File: src/rtl/vga_timing_pkg.sv
`default_nettype none
// ============================================================================
// Module   : vga_timing_pkg
// Purpose  : Shared timing constants and helpers for the VGA display timing
//            generator. Defaults describe 640x480@60 with a 25 MHz pixel rate.
//            Helper functions derive totals and sync windows from the
//            active/porch/sync widths so every user computes them identically.
// Ports    : none (package)
// Revision : 1.0 - initial release
// ============================================================================
package vga_timing_pkg;

    // Coordinate width; all raster arithmetic is unsigned at this width.
    localparam int c_COORD_W = 12;

    typedef logic [c_COORD_W-1:0] coord_t;

    // Raw/delayed sync pair carried through the sync delay line.
    typedef struct packed {
        logic hs;
        logic vs;
    } sync_t;

    // 640x480@60 defaults.
    localparam int c_H_ACTIVE = 640;
    localparam int c_H_FP     = 16;
    localparam int c_H_SYNC   = 96;
    localparam int c_H_BP     = 48;
    localparam int c_V_ACTIVE = 480;
    localparam int c_V_FP     = 10;
    localparam int c_V_SYNC   = 2;
    localparam int c_V_BP     = 33;

    // Total positions along one axis (columns per line or lines per frame).
    function automatic coord_t f_total(input int active, input int fp,
                                       input int sync, input int bp);
        return coord_t'(active + fp + sync + bp);
    endfunction

    // First position at which sync is asserted.
    function automatic coord_t f_sync_start(input int active, input int fp);
        return coord_t'(active + fp);
    endfunction

    // First position after the sync pulse (exclusive end).
    function automatic coord_t f_sync_end(input int active, input int fp,
                                          input int sync);
        return coord_t'(active + fp + sync);
    endfunction

endpackage
`default_nettype wire

File: src/rtl/display_timing_gen_sync_delay.sv
`default_nettype none
// ============================================================================
// Module   : sync_delay
// Purpose  : Enable-qualified shift register used to retime the sync pair so
//            it lines up with the colorizer's registered RGB. DEPTH=0 is a
//            plain wire.
// Ports    : clk    - system clock
//            rst_n  - synchronous active-low reset (loads RST_VAL)
//            i_en   - stage advance enable (pixel-rate enable)
//            i_d    - data in
//            o_q    - data out, DEPTH enabled cycles behind i_d
// Revision : 1.0 - initial release
// ============================================================================
module sync_delay #(
    parameter int               WIDTH   = 2,
    parameter int               DEPTH   = 1,
    parameter logic [WIDTH-1:0] RST_VAL = '0
) (
    input  logic             clk,
    input  logic             rst_n,
    input  logic             i_en,
    input  logic [WIDTH-1:0] i_d,
    output logic [WIDTH-1:0] o_q
);

    generate
        if (DEPTH == 0) begin : g_bypass
            // Clock, reset and enable are intentionally unused here.
            logic w_unused;
            assign w_unused = &{1'b0, clk, rst_n, i_en};
            assign o_q      = i_d;
        end else begin : g_pipe
            logic [WIDTH-1:0] r_stage [DEPTH];

            always_ff @(posedge clk) begin
                if (!rst_n) begin
                    for (int i = 0; i < DEPTH; i++) begin
                        r_stage[i] <= RST_VAL;
                    end
                end else if (i_en) begin
                    r_stage[0] <= i_d;
                    for (int i = 1; i < DEPTH; i++) begin
                        r_stage[i] <= r_stage[i-1];
                    end
                end
            end

            assign o_q = r_stage[DEPTH-1];
        end
    endgenerate

endmodule
`default_nettype wire

File: src/rtl/display_timing_gen.sv
`default_nettype none
// ============================================================================
// Module   : display_timing_gen
// Purpose  : VGA raster timing generator. Produces scan coordinates, video_on,
//            horizontal/vertical sync (retimed by SYNC_DLY pixel-enable
//            stages) and line/frame start strobes.
// Ports    : clk          - system clock
//            rst_n        - synchronous active-low reset
//            pix_en       - pixel-rate enable; everything advances only on it
//            pixel_column - current column, 0..H_TOTAL-1
//            pixel_row    - current row, 0..V_TOTAL-1
//            video_on     - inside the visible area for the current coords
//            horiz_sync   - horizontal sync, SYNC_DLY enables late
//            vert_sync    - vertical sync, SYNC_DLY enables late
//            line_start   - high on the pix_en cycle whose edge wraps column
//            frame_start  - line_start that also wraps the row
// Revision : 1.0 - initial release
// ============================================================================
module display_timing_gen
    import vga_timing_pkg::*;
#(
    parameter int H_ACTIVE = c_H_ACTIVE,
    parameter int H_FP     = c_H_FP,
    parameter int H_SYNC   = c_H_SYNC,
    parameter int H_BP     = c_H_BP,
    parameter int V_ACTIVE = c_V_ACTIVE,
    parameter int V_FP     = c_V_FP,
    parameter int V_SYNC   = c_V_SYNC,
    parameter int V_BP     = c_V_BP,
    parameter bit H_POL    = 1'b0,
    parameter bit V_POL    = 1'b0,
    parameter int SYNC_DLY = 1
) (
    input  logic                 clk,
    input  logic                 rst_n,
    input  logic                 pix_en,
    output logic [c_COORD_W-1:0] pixel_column,
    output logic [c_COORD_W-1:0] pixel_row,
    output logic                 video_on,
    output logic                 horiz_sync,
    output logic                 vert_sync,
    output logic                 line_start,
    output logic                 frame_start
);

    localparam coord_t c_H_LAST   = f_total(H_ACTIVE, H_FP, H_SYNC, H_BP) - coord_t'(1);
    localparam coord_t c_V_LAST   = f_total(V_ACTIVE, V_FP, V_SYNC, V_BP) - coord_t'(1);
    localparam coord_t c_H_VIS    = coord_t'(H_ACTIVE);
    localparam coord_t c_V_VIS    = coord_t'(V_ACTIVE);
    localparam coord_t c_HS_START = f_sync_start(H_ACTIVE, H_FP);
    localparam coord_t c_HS_END   = f_sync_end(H_ACTIVE, H_FP, H_SYNC);
    localparam coord_t c_VS_START = f_sync_start(V_ACTIVE, V_FP);
    localparam coord_t c_VS_END   = f_sync_end(V_ACTIVE, V_FP, V_SYNC);
    localparam sync_t  c_SYNC_IDLE = '{hs: ~H_POL, vs: ~V_POL};

    coord_t r_h_cnt;
    coord_t r_v_cnt;
    logic   r_video_on;
    sync_t  r_sync;

    coord_t w_h_nxt;
    coord_t w_v_nxt;
    logic   w_h_wrap;
    logic   w_v_wrap;
    sync_t  w_sync_nxt;
    sync_t  w_sync_dly;

    assign w_h_wrap = (r_h_cnt == c_H_LAST);
    assign w_v_wrap = (r_v_cnt == c_V_LAST);

    // Next raster position; video_on and raw sync are derived from it so
    // that they are registered in step with the coordinates they describe.
    always_comb begin
        w_h_nxt = r_h_cnt + coord_t'(1);
        w_v_nxt = r_v_cnt;
        if (w_h_wrap) begin
            w_h_nxt = '0;
            w_v_nxt = w_v_wrap ? '0 : (r_v_cnt + coord_t'(1));
        end
    end

    always_comb begin
        w_sync_nxt    = c_SYNC_IDLE;
        if ((w_h_nxt >= c_HS_START) && (w_h_nxt < c_HS_END)) begin
            w_sync_nxt.hs = H_POL;
        end
        if ((w_v_nxt >= c_VS_START) && (w_v_nxt < c_VS_END)) begin
            w_sync_nxt.vs = V_POL;
        end
    end

    always_ff @(posedge clk) begin
        if (!rst_n) begin
            r_h_cnt    <= '0;
            r_v_cnt    <= '0;
            r_video_on <= 1'b0;
            r_sync     <= c_SYNC_IDLE;
        end else if (pix_en) begin
            r_h_cnt    <= w_h_nxt;
            r_v_cnt    <= w_v_nxt;
            r_video_on <= (w_h_nxt < c_H_VIS) && (w_v_nxt < c_V_VIS);
            r_sync     <= w_sync_nxt;
        end
    end

    // Retime sync so it meets the colorizer's registered RGB at the connector.
    sync_delay #(
        .WIDTH   (2),
        .DEPTH   (SYNC_DLY),
        .RST_VAL (c_SYNC_IDLE)
    ) u_sync_delay (
        .clk   (clk),
        .rst_n (rst_n),
        .i_en  (pix_en),
        .i_d   (r_sync),
        .o_q   (w_sync_dly)
    );

    assign pixel_column = r_h_cnt;
    assign pixel_row    = r_v_cnt;
    assign video_on     = r_video_on;
    assign horiz_sync   = w_sync_dly.hs;
    assign vert_sync    = w_sync_dly.vs;

    // Strobes mark the pix_en cycle whose edge performs the wrap. Gating with
    // rst_n keeps a reset landing on the last column from posing as a wrap.
    assign line_start  = rst_n & pix_en & w_h_wrap;
    assign frame_start = rst_n & pix_en & w_h_wrap & w_v_wrap;

endmodule
`default_nettype wire

File: config.mk
export PLATFORM = sky130hd
export DESIGN_NAME = display_timing_gen
export DESIGN_NICKNAME = d
export VERILOG_FILES = /design/src/rtl/vga_timing_pkg.sv /design/src/rtl/display_timing_gen_sync_delay.sv /design/src/rtl/display_timing_gen.sv
export SDC_FILE = /design/constraint.sdc
export NUM_CORES = 1
export LEC_CHECK = 0
export CAP_MARGIN = 20
export CELL_PAD_IN_SITES_DETAIL_PLACEMENT = 0
export CELL_PAD_IN_SITES_GLOBAL_PLACEMENT = 1
export CORE_ASPECT_RATIO = 1.75
export CORE_MARGIN = 2
export CORE_UTILIZATION = 35
export CTS_CLUSTER_SIZE = 28
export DETAILED_ROUTE_END_ITERATION = 12
export PLACE_DENSITY_LB_ADDON = 0.2
export SLEW_MARGIN = 20
export SYNTH_ARGS = -nofsm -noshare
export SYNTH_HDL_FRONTEND = slang
export SYNTH_SLANG_ARGS = --single-unit
File: constraint.sdc
create_clock -name clk -period 2 [get_ports clk]
set_clock_uncertainty 0.2 [all_clocks]
set_input_delay 0.3 -clock clk [delete_from_list [all_inputs] [get_ports clk]]
set_output_delay 0.3 -clock clk [all_outputs]
set_load 0.01 [all_outputs]
==> metrics.md, run 1 <==
| Metric | Value |
|---|---|
| HP Class | reg -> reg |
| Fin Hold WS | roughly 0.26 ns |
| Total chip power | approximately 1200 uW |
| Synth cell types | 53 |
| Fin nets | 368 |
| Residual DRC | 0 |
| Startpoint Class | flip-flop |
| Initial antenna violation count | 0 |
| Clock network power share | 41.0% |
| Initial DRC Count | 100 |
| Mux cell area share after synthesis | 0% |
| First-pass GRT wire length | 10.9 mm |
| Port-buffer cells | 31 |
| H-tree level count | 2 |
| Failing checks | setup timing |
| CTS Root Cell | clkbuf_8 |
| Num ports | 32 |
| Die extent in y | 102 um |
| LEAKAGE | 0.00127 uW |
| Reg clk slew, reported paths | 0.07 ns |
| Die W | 60.0 um |
| Power Density | 354 nW/um^2 |
| CTS buffer count | 5 |
| Critical Path RT | 1.96 ns |
| Finish-stage setup viols | 8 |
| Starting Density | 36.2% |
| Max Cap Viol | 0 |
| Mapped Cells | between 200 and 250 |
| Seq cells post-synth | 29 |
| Reg power frac | around 50% |
| Antenna cells | 0 |
| Setup slack, reg-to-reg | -0.10 ns |
| Syn nets | 250 |
| CTS tree | yes |
| Peak Freq | 0.475 GHz |
| Worst Path Arrival | 2.07 ns |
| Top FF cell, synth | dfxtp_1 |
| Highest-count cells in the layout ignoring fill and taps | buf_4 (84), clkdlybuf4s50_1 (29), nand2_1 (23), dfxtp_1 (18) |
| Clock sink total | 29 |
| Largest net degree at the start of global routing | 23 |
| Row Count | 35 |
| Sequential share of the synthesized area | 31.3% |
| Routed length per instance | 15.2 um |
| DR pass1 iterations | 4 |
| Crit path cell chain | ha_4 -> and4_4 -> nand3_2 -> buf_4 -> nor4_2 -> or3_1 -> and3_1 -> a31oi_1 |
| Synth Area per Inst | between 7 and 8 um^2 |
| Clock latency at the later pin of the worst-skew pair | slightly below 0.3 ns |
| Layout cells sized above 1 | 43.3% |
| Critical path's slowest cell | dfxtp_4 |
| Crit path max fanout | 6 |
| Syn-to-layout area delta | 70.9% |
| Delay-heaviest family, CP | simple AND/OR/NAND/NOR gates |
| Delay of the slowest critical-path stage | 0.37 ns |
| Adder-cell share of the synthesized area | 1.96% |
| WL final | 6.64 mm |
| HPWL Detailed | 5.05 mm |
| Largest family of logic cells by synthesized area | simple AND/OR/NAND/NOR gates |
| NetSw | 287 uW |
| Critical path class | reg -> reg |
| Most common cell after layout, fill and taps aside | buf_4 |
| Peak VDD IR | 0.342 mV |
| Asr flop ratio synth | 0% |
| Synth Area in Compound Gates | 18.6% |
| Synth Area in Simple Gates | a little over a third |
| Setup slack after layout | -0.104 ns |
| Buffers & Inverters on Critical Path | 1 |
| Power share of the combinational group | 8.1% |
| RSZ-0062 raised after global routing | true |
| Post-Synth XOR/XNOR Area | under 10% |
| Die area | 6120 um^2 |
| Vias in the first global route | 2,342 |
| Setup crit end kind | flip-flop |
| Status | finished, violations left |
| Slew margin rel. | 76.7% |
| Tmin final | 2.10 ns |
| Core area | around 5300 um^2 |
| Vias | 2,320 |
| Syn. warnings | 0 |
| Crit. Startpoint | pixel_column[1] |
| Switching Share | 24.7% |
| GRT Total Usage | 23.5% |
| RD Place Congestion | just over 0.9 |
| Int Pwr | between 800 and 900 uW |
| Routed Antenna Nets | 0 |
| Post-Synthesis Cell Area | 1920 um^2 |
| Vias per cell | 5.31 |
| Fin. Hold Viols | 0 |
| Worst-margin pin slew | 0.347 ns |
| Crit share post-route | 105% |
| Worst r2r src | pixel_column[1] |
| # hold bufs at CTS | 0 |
| GRT overflow | 0 |
| Deepest clock path buffer count | 2 |
| Worst hold path startpoint | video_on |
| Post-synth EDFFs | 2 |
| Pins Over Slew Limit | 0 |
## tightest hold or removal path: stages, from the launching register on
cell and delay (ns):
dfxtp_1 0.32, nand2_1 0.05, o31ai_1 0.05
## routing by layer
layer  vias up  wire (um)  global-route usage, %
met5         -          0                      0
met1      1114       2460                   24.2
li1       1134          -                      -
met2        49       3760                   44.2
met4         0        261                   12.3
met3        23        160                   2.78
## metrics by stage
step / setup slack [ns] / util (%) / cells / area [um^2] / TNS (ns)
after floorplan: -0.0446 / - / 244 / 1960 / -0.0717
after global placement: -0.251 / 54.2 / 415 / 2870 / -2.38
after detailed placement: -0.249 / 54.2 / 415 / 2870 / -2.71
after CTS: -0.0860 / 59.4 / 434 / 3150 / -0.342
after global routing: -0.217 / 61.9 / 437 / 3280 / -1.45
final: -0.104 / 61.9 / 437 / 3280 / -0.541
## layout make-up
cell class | count | area [um^2]
Sequential cell | 29 | 619
Timing Repair Buffer | 127 | 1070
Multi-Input combinational cell | 192 | 1390
Clock inverter | 2 | 10.0
Fill cell | 507 | 2020
Tap cell | 74 | 92.6
Clock buffer | 6 | 72.6
Inverter | 7 | 26.3
## logic make-up (layout without fill, tap and decap cells)
group	Yosys count	count (layout)
AND/OR/NAND/NOR	123	123
XOR/XNOR	13	13
buffers and inverters	23	142
adder cells (fa/ha/maj)	3	3
AO/OA/AOI/OAI	53	53
flip-flops	29	29
## repair_timing
item | in CTS | in global routing
endpoints found under the setup margin | 12 | 17
pin swaps | 21 | 14
gates resized for setup | 39 | 35
buffers inserted | 11 | 3
## cell usage after synthesis, drive strengths merged (3+ instances only)
master,instances,share of area [%]
dfxtp,27,28
nand2,25,4.9
nand3,19,5.6
o21ai,16,4.2
nor2,14,2.7
and2,11,3.6
buf,10,3.7
xnor2,9,4.1
nand4,8,2.6
nor3,8,2.3
a21boi,7,2.7
inv,7,1.4
nor4,7,2.3
and3,6,2.0
clkbuf,6,1.2
a21oi,5,1.3
a31oi,5,1.6
nor2b,5,1.6
or3,4,1.3
xor2,4,1.8
and4,3,1.4
ha,3,2.0
o31ai,3,1.2
or2,3,0.98
## flip-flops by register name (all words and copies together) (netlist names)
register and count:
u_sync_delay.g_pipe.r_stage 2, video_on 1, r_sync 2, pixel_column 12, pixel_row 12
## power by group through the flow
stage          logic [uW]  registers, uW  clock network [uW]
2_1_floorplan        28.7            610                   0
4_1_cts              92.3            592                 480
3_5_place_dp         80.1            605                   0
6_report             93.9            591                 477
3_3_place_gp         79.6            605                   0
5_1_grt               100            592                 506
## final timing paths
path | to | cells past startpoint
min | video_on | 2
max reg2reg | r_sync[0] | 8
max | r_sync[0] | 8
min reg2reg | video_on | 2
Note: power is estimated with default switching activity, not from simulation.
==> run 2: changes to the inputs <==
--- a/config.mk
+++ b/config.mk
@@ -13,6 +13,7 @@
 export CORE_UTILIZATION = 35
 export CTS_CLUSTER_SIZE = 28
 export DETAILED_ROUTE_END_ITERATION = 12
+export GPL_TIMING_DRIVEN = 0
 export PLACE_DENSITY_LB_ADDON = 0.2
 export SLEW_MARGIN = 20
 export SYNTH_ARGS = -nofsm -noshare
==> metrics.md, run 2 (synthesis gave the netlist of run 1 again) <==
| Metric | Value |
|---|---|
| Status | finished, violations left |
| Failing checks | setup timing |
| Core area | around 5300 um^2 |
| RD Place Congestion | 0.822 |
| Worst-margin pin slew | approximately 0.55 ns |
| Hold Path Cell Cnt | 3 |
| Power Density | 413 nW/um^2 |
| Fin Hold WS | 0.243 ns |
| Port-buffer cells | 30 |
| Reg power frac | 50.9% |
| Crit share post-route | 108% |
| Peak VDD IR | 0.256 mV |
| Switching Share | between 20% and 30% |
| GRT Total Usage | 21.3% |
| Non-Filler Instances | 375 |
| Worst hold path startpoint | rst_n |
| Setup slack after layout | -0.153 ns |
| Setup slack, reg-to-reg | -0.15 ns |
| Startpoint Class | flip-flop |
| HP Class | in -> reg |
| Row Count | 35 |
| Reg2Reg Depth | 10 |
| Antenna cells | 0 |
| Worst hold endpoint | pixel_column[8] |
| Residual DRC | 0 |
| Fin nets | 306 |
| CTS Root Cell | clkbuf_8 |
| WL final | 6.26 mm |
| Setup crit end kind | flip-flop |
| Layout cells sized above 1 | 32.2% |
| Largest net degree at the start of global routing | 11 |
| Slew margin rel. | 63.6% |
| Critical path's slowest cell | dfxtp_4 |
| Clock latency at the later pin of the worst-skew pair | 0.28 ns |
| Power share of the combinational group | under 10% |
| RSZ-0062 raised after global routing | true |
| Setup TNS | -0.464 ns |
| DP Area | 2350 um^2 |
| Vias per cell | 5.49 |
| Syn-to-layout area delta | 46.2% |
| Clock sink total | 29 |
| DP Cell Count | between 300 and 400 |
| H-tree level count | 2 |
| CTS buffer count | 5 |
| Crit path max fanout | 8 |
| Deepest clock path buffer count | 2 |
| Final Cell Area | 2810 um^2 |
| Pins Over Slew Limit | 0 |
| Highest-count cells in the layout ignoring fill and taps | clkdlybuf4s50_1 (27), buf_4 (23), nand2_1 (22), dfxtp_1 (14), nand3_1 (13) |
| Most common cell after layout, fill and taps aside | clkdlybuf4s50_1 |
| Finish-stage setup viols | 6 |
| Delay of the slowest critical-path stage | 0.37 ns |
| CTS tree | yes |
| LEAKAGE | 0.000937 uW |
| Vias in the first global route | slightly below 2,000 |
| Routed length per instance | 16.7 um |
| Int Pwr | between 800 and 900 uW |
| Die area | 6120 um^2 |
| HPWL Detailed | roughly 4.3 mm |
| Final Core Density | 52.9% |
| RR Endpoint | r_sync[0] |
| Die W | 60.0 um |
| Initial antenna violation count | 0 |
| Clock network power share | between 40% and 50% |
| Critical Path RT | 1.96 ns |
| Crit path cell chain | ha_4 -> and4_1 -> buf_6 -> nand3_4 -> buf_8 -> buf_4 -> o22ai_2 -> a41oi_2 -> nor4_2 -> a31oi_1 |
| Max Cap Viol | 0 |
| Die extent in y | 102 um |
| Tmin final | between 2 and 2.5 ns |
| Num ports | 32 |
| Fillers | 526 |
| NetSw | 304 uW |
| Worst r2r src | pixel_column[1] |
| GRT overflow | 0 |
| Worst Path Arrival | 2.12 ns |
| Starting Density | 36.2% |
| Fin. Hold Viols | 0 |
| Routed Antenna Nets | 0 |
| Vias | 2,058 |
| Peak Freq | 0.464 GHz |
| Initial DRC Count | 124 |
| First-pass GRT wire length | 9.92 mm |
| Reg clk slew, reported paths | 0.07 ns |
| Critical path class | reg -> reg |
| DR pass1 iterations | 4 |
run 2: timing repair:
item	CTS	global route
gates resized for setup	50	31
endpoints found under the setup margin	17	19
buffers inserted	14	9
pin swaps	17	11
hold buffers	0	0
hold endpoints to repair	0	0
run 2: worst max-delay path: cells and delay by family, from the launching register on:
kind            cells  cell delay (ns)
flops               1             0.37
buf+inv             3             0.43
simple gates        3             0.61
compound gates      3             0.29
fa+ha+maj           1             0.14
run 2: layer usage:
metal	vias up	share of wire [%]	track usage, %
li1	1005	-	-
met1	986	38	23.9
met2	51	56	39.5
met3	16	2.9	2.53
met4	0	3.1	7.86
met5	-	0	0
run 2: power groups by stage:
stage,Sequential [uW],Clock [uW],Combinational [uW]
final,589,495,73.4
after global placement,610,0,58.5
after CTS,592,501,72.3
after global routing,589,529,80.2
after floorplan,610,0,28.7
after detailed placement,610,0,58.7
run 2: cell type report:
type / count / area [um^2] / share of cell area (%)
Timing Repair Buffer: 53 / 473 / 16.9
Inverter: 7 / 26.3 / 0.937
Buffer: 12 / 95.1 / 3.39
Multi-Input combinational cell: 192 / 1400 / 50.0
Sequential cell: 29 / 629 / 22.4
Tap cell: 74 / 92.6 / 3.30
Clock buffer: 5 / 68.8 / 2.45
Clock inverter: 3 / 17.5 / 0.624
run 2: worst max-delay path by stage:
stage                               start            to  slack [ns]  cells after the start
after floorplan           pixel_column[1]  pixel_row[7]       -0.04                      8
after global placement              rst_n     r_sync[0]       -0.47                      7
after detailed placement            rst_n   frame_start       -0.44                      4
after CTS                 pixel_column[1]     r_sync[0]       -0.09                      9
after global routing         pixel_row[1]     r_sync[0]       -0.23                      8
final                     pixel_column[1]     r_sync[0]       -0.15                     10
run 2: metrics by stage:
stage	total power (uW)	worst slack, ns
after floorplan	639	-0.0446
after global placement	668	-0.466
after detailed placement	668	-0.442
after CTS	1170	-0.0907
after global routing	1200	-0.228
final	1160	-0.153
==> run 3: changes to the inputs <==
--- a/config.mk
+++ b/config.mk
@@ -9,7 +9,6 @@
 export CELL_PAD_IN_SITES_DETAIL_PLACEMENT = 0
 export CELL_PAD_IN_SITES_GLOBAL_PLACEMENT = 1
 export CORE_ASPECT_RATIO = 1.75
-export CORE_MARGIN = 2
 export CORE_UTILIZATION = 35
 export CTS_CLUSTER_SIZE = 28
 export DETAILED_ROUTE_END_ITERATION = 12
==> metrics.md, run 3 (synthesis gave the netlist of run 1 again) <==
| Metric | Value |
|---|---|
| Status | finished, violations left |
| Failing checks | DRC, setup timing |
| Routed length per instance | 16.5 um |
| Slew margin rel. | 66.5% |
| Vias | 2,029 |
| Worst Path Arrival | 2.07 ns |
| Syn-to-layout area delta | 42.4% |
| Peak Freq | about 0.47 GHz |
| Num ports | 32 |
| Max Cap Viol | 0 |
| Total chip power | around 1100 uW |
| Crit. Startpoint | pixel_column[5] |
| Buffers & Inverters on Critical Path | 1 |
| Die extent in y | about 100 um |
| Crit path max fanout | 9 |
| HP Class | reg -> reg |
| Startpoint Class | flip-flop |
| Critical path's slowest cell | nor4_1 |
| Clock latency at the later pin of the worst-skew pair | 0.28 ns |
| Worst hold endpoint | video_on |
| GRT met1 Usage | 20.8% |
| HPWL Detailed | 4.19 mm |
| Delay-heaviest family, CP | simple AND/OR/NAND/NOR gates |
| Most common cell after layout, fill and taps aside | clkdlybuf4s50_1 |
| GRT Total Usage | 20.8% |
| Core area | about 5300 um^2 |
| Initial antenna violation count | 0 |
| Final Core Density | 52.0% |
| RR Endpoint | r_sync[0] |
| Finish-stage setup viols | 6 |
| WL final | 5.75 mm |
| Hold Path Cell Cnt | 2 |
| Peak VDD IR | 0.294 mV |
| RSZ-0062 raised after global routing | true |
| Die W | 58.0 um |
| Delay of the slowest critical-path stage | about 0.35 ns |
| Highest-count cells in the layout ignoring fill and taps | clkdlybuf4s50_1 (27), nand2_1 (21), buf_4 (15), nand3_1 (13), dfxtp_1 (13) |
| Deepest clock path buffer count | 2 |
| Clock sink total | 29 |
| Pins Over Slew Limit | 0 |
| Die area | slightly below 6000 um^2 |
| H-tree level count | 2 |
| Setup slack, reg-to-reg | -0.11 ns |
| Vias in the first global route | 1,952 |
| CTS buffer count | 5 |
| Met2 global-route usage | 38.3% |
| GRT overflow | 0 |
| Crit share post-route | 106% |
| Fin. Hold Viols | 0 |
| Worst r2r src | pixel_column[5] |
| Port-buffer cells | 30 |
| Vias per cell | around 5.8 |
| Row Count | 35 |
| Worst hold path startpoint | video_on |
| Crit path cell chain | buf_6 -> and4bb_4 -> and3_4 -> o21a_1 -> o211ai_1 -> nor4_1 -> a31oi_1 |
| CTS tree | yes |
| DP Cell Count | 329 |
| Power Density | approximately 420 nW/um^2 |
| Critical path class | reg -> reg |
| Setup slack after layout | -0.111 ns |
| Routed Antenna Nets | 0 |
| Antenna cells | 0 |
| Pre-CTS WS | -0.528 ns |
| Setup crit end kind | flip-flop |
| DR pass1 iterations | 8 |
| Reg2Reg Depth | 7 |
| Non-Filler Instances | 349 |
| Starting Density | 36.5% |
| Tmin final | 2.11 ns |
| Residual DRC | 2 |
| # hold bufs at CTS | 0 |
| Top Usage Layer GRT | met2 |
| Initial DRC Count | 49 |
| Worst-margin pin slew | between 0.5 and 0.6 ns |
| CTS Root Cell | clkbuf_8 |
| First-pass GRT wire length | 9.20 mm |
| Critical Path RT | 1.96 ns |
| Fin nets | 299 |
| Reg clk slew, reported paths | 0.07 ns |
| LEAKAGE | 0.000895 uW |
| Largest net degree at the start of global routing | 11 |
| GRT met3 Usage | under 10% |
| RD Place Congestion | 0.849 |
| Layout cells sized above 1 | 30.6% |
==> run 3: changes by cell type in the layout (fill, tap and decap cells not counted), sizes merged <==
cell,before,now
clkbuf,10,9
buf,32,25
clkdlybuf4s15,0,1
dlymetal6s2s,1,0
dlygate4sd2,0,1
==> run 3: what timing repair did <==
action                                  4_1_cts  5_1_grt
endpoints found under the setup margin       16       13
buffers inserted                              9        6
pin swaps                                     7       15
resized for setup                            37       48
hold endpoints to repair                      0        0
==> run 3: final cells by class <==
type	count	area, um^2
fillers	500	2520
multi-input cells	192	1400
well taps	55	68.8
plain buffers	13	106
flip-flops and latches	29	628
clock buffers	5	68.8
inverters	7	28.8
clock inverters	3	17.5
repair buffers	45	415
==> run 3: per-layer routing <==
metal	vias to the layer above	wire length, um
li1	1001	-
met1	956	2130
met2	57	3190
met3	15	217
met4	0	214
met5	-	0
==> run 3: report_power, final <==
| part | internal, uW | switching, uW | total, uW |
|---|---|---|---|
| clock network | 240 | 239 | 478 |
| registers | 585 | 5.59 | 591 |
| logic | 28.7 | 41.0 | 69.7 |
| total | 854 | 285 | 1140 |
==> run 3: worst max path at each step <==
stage | endpoint | slack, ns | cells past startpoint
final | r_sync[0] | -0.11 | 7
after global placement | r_sync[0] | -0.50 | 7
after global routing | r_sync[0] | -0.16 | 7
after floorplan | pixel_row[7] | -0.04 | 8
after CTS | r_sync[0] | -0.15 | 8
after detailed placement | r_sync[0] | -0.53 | 7
==> run 3: stage by stage <==
stage	hold WS [ns]	TNS (ns)	instance area [um^2]
2_1_floorplan	0.238	-0.0717	1960
3_3_place_gp	0.274	-3.29	2330
3_5_place_dp	0.284	-3.21	2330
4_1_cts	0.290	-0.547	2560
5_1_grt	0.303	-0.772	2730
6_report	0.286	-0.263	2730
==> run 3: worst min-delay path, cell delays in order, from the launching register on <==
cell	delay, ns
dfxtp_1	0.33
nand2_1	0.06
o31ai_1	0.05
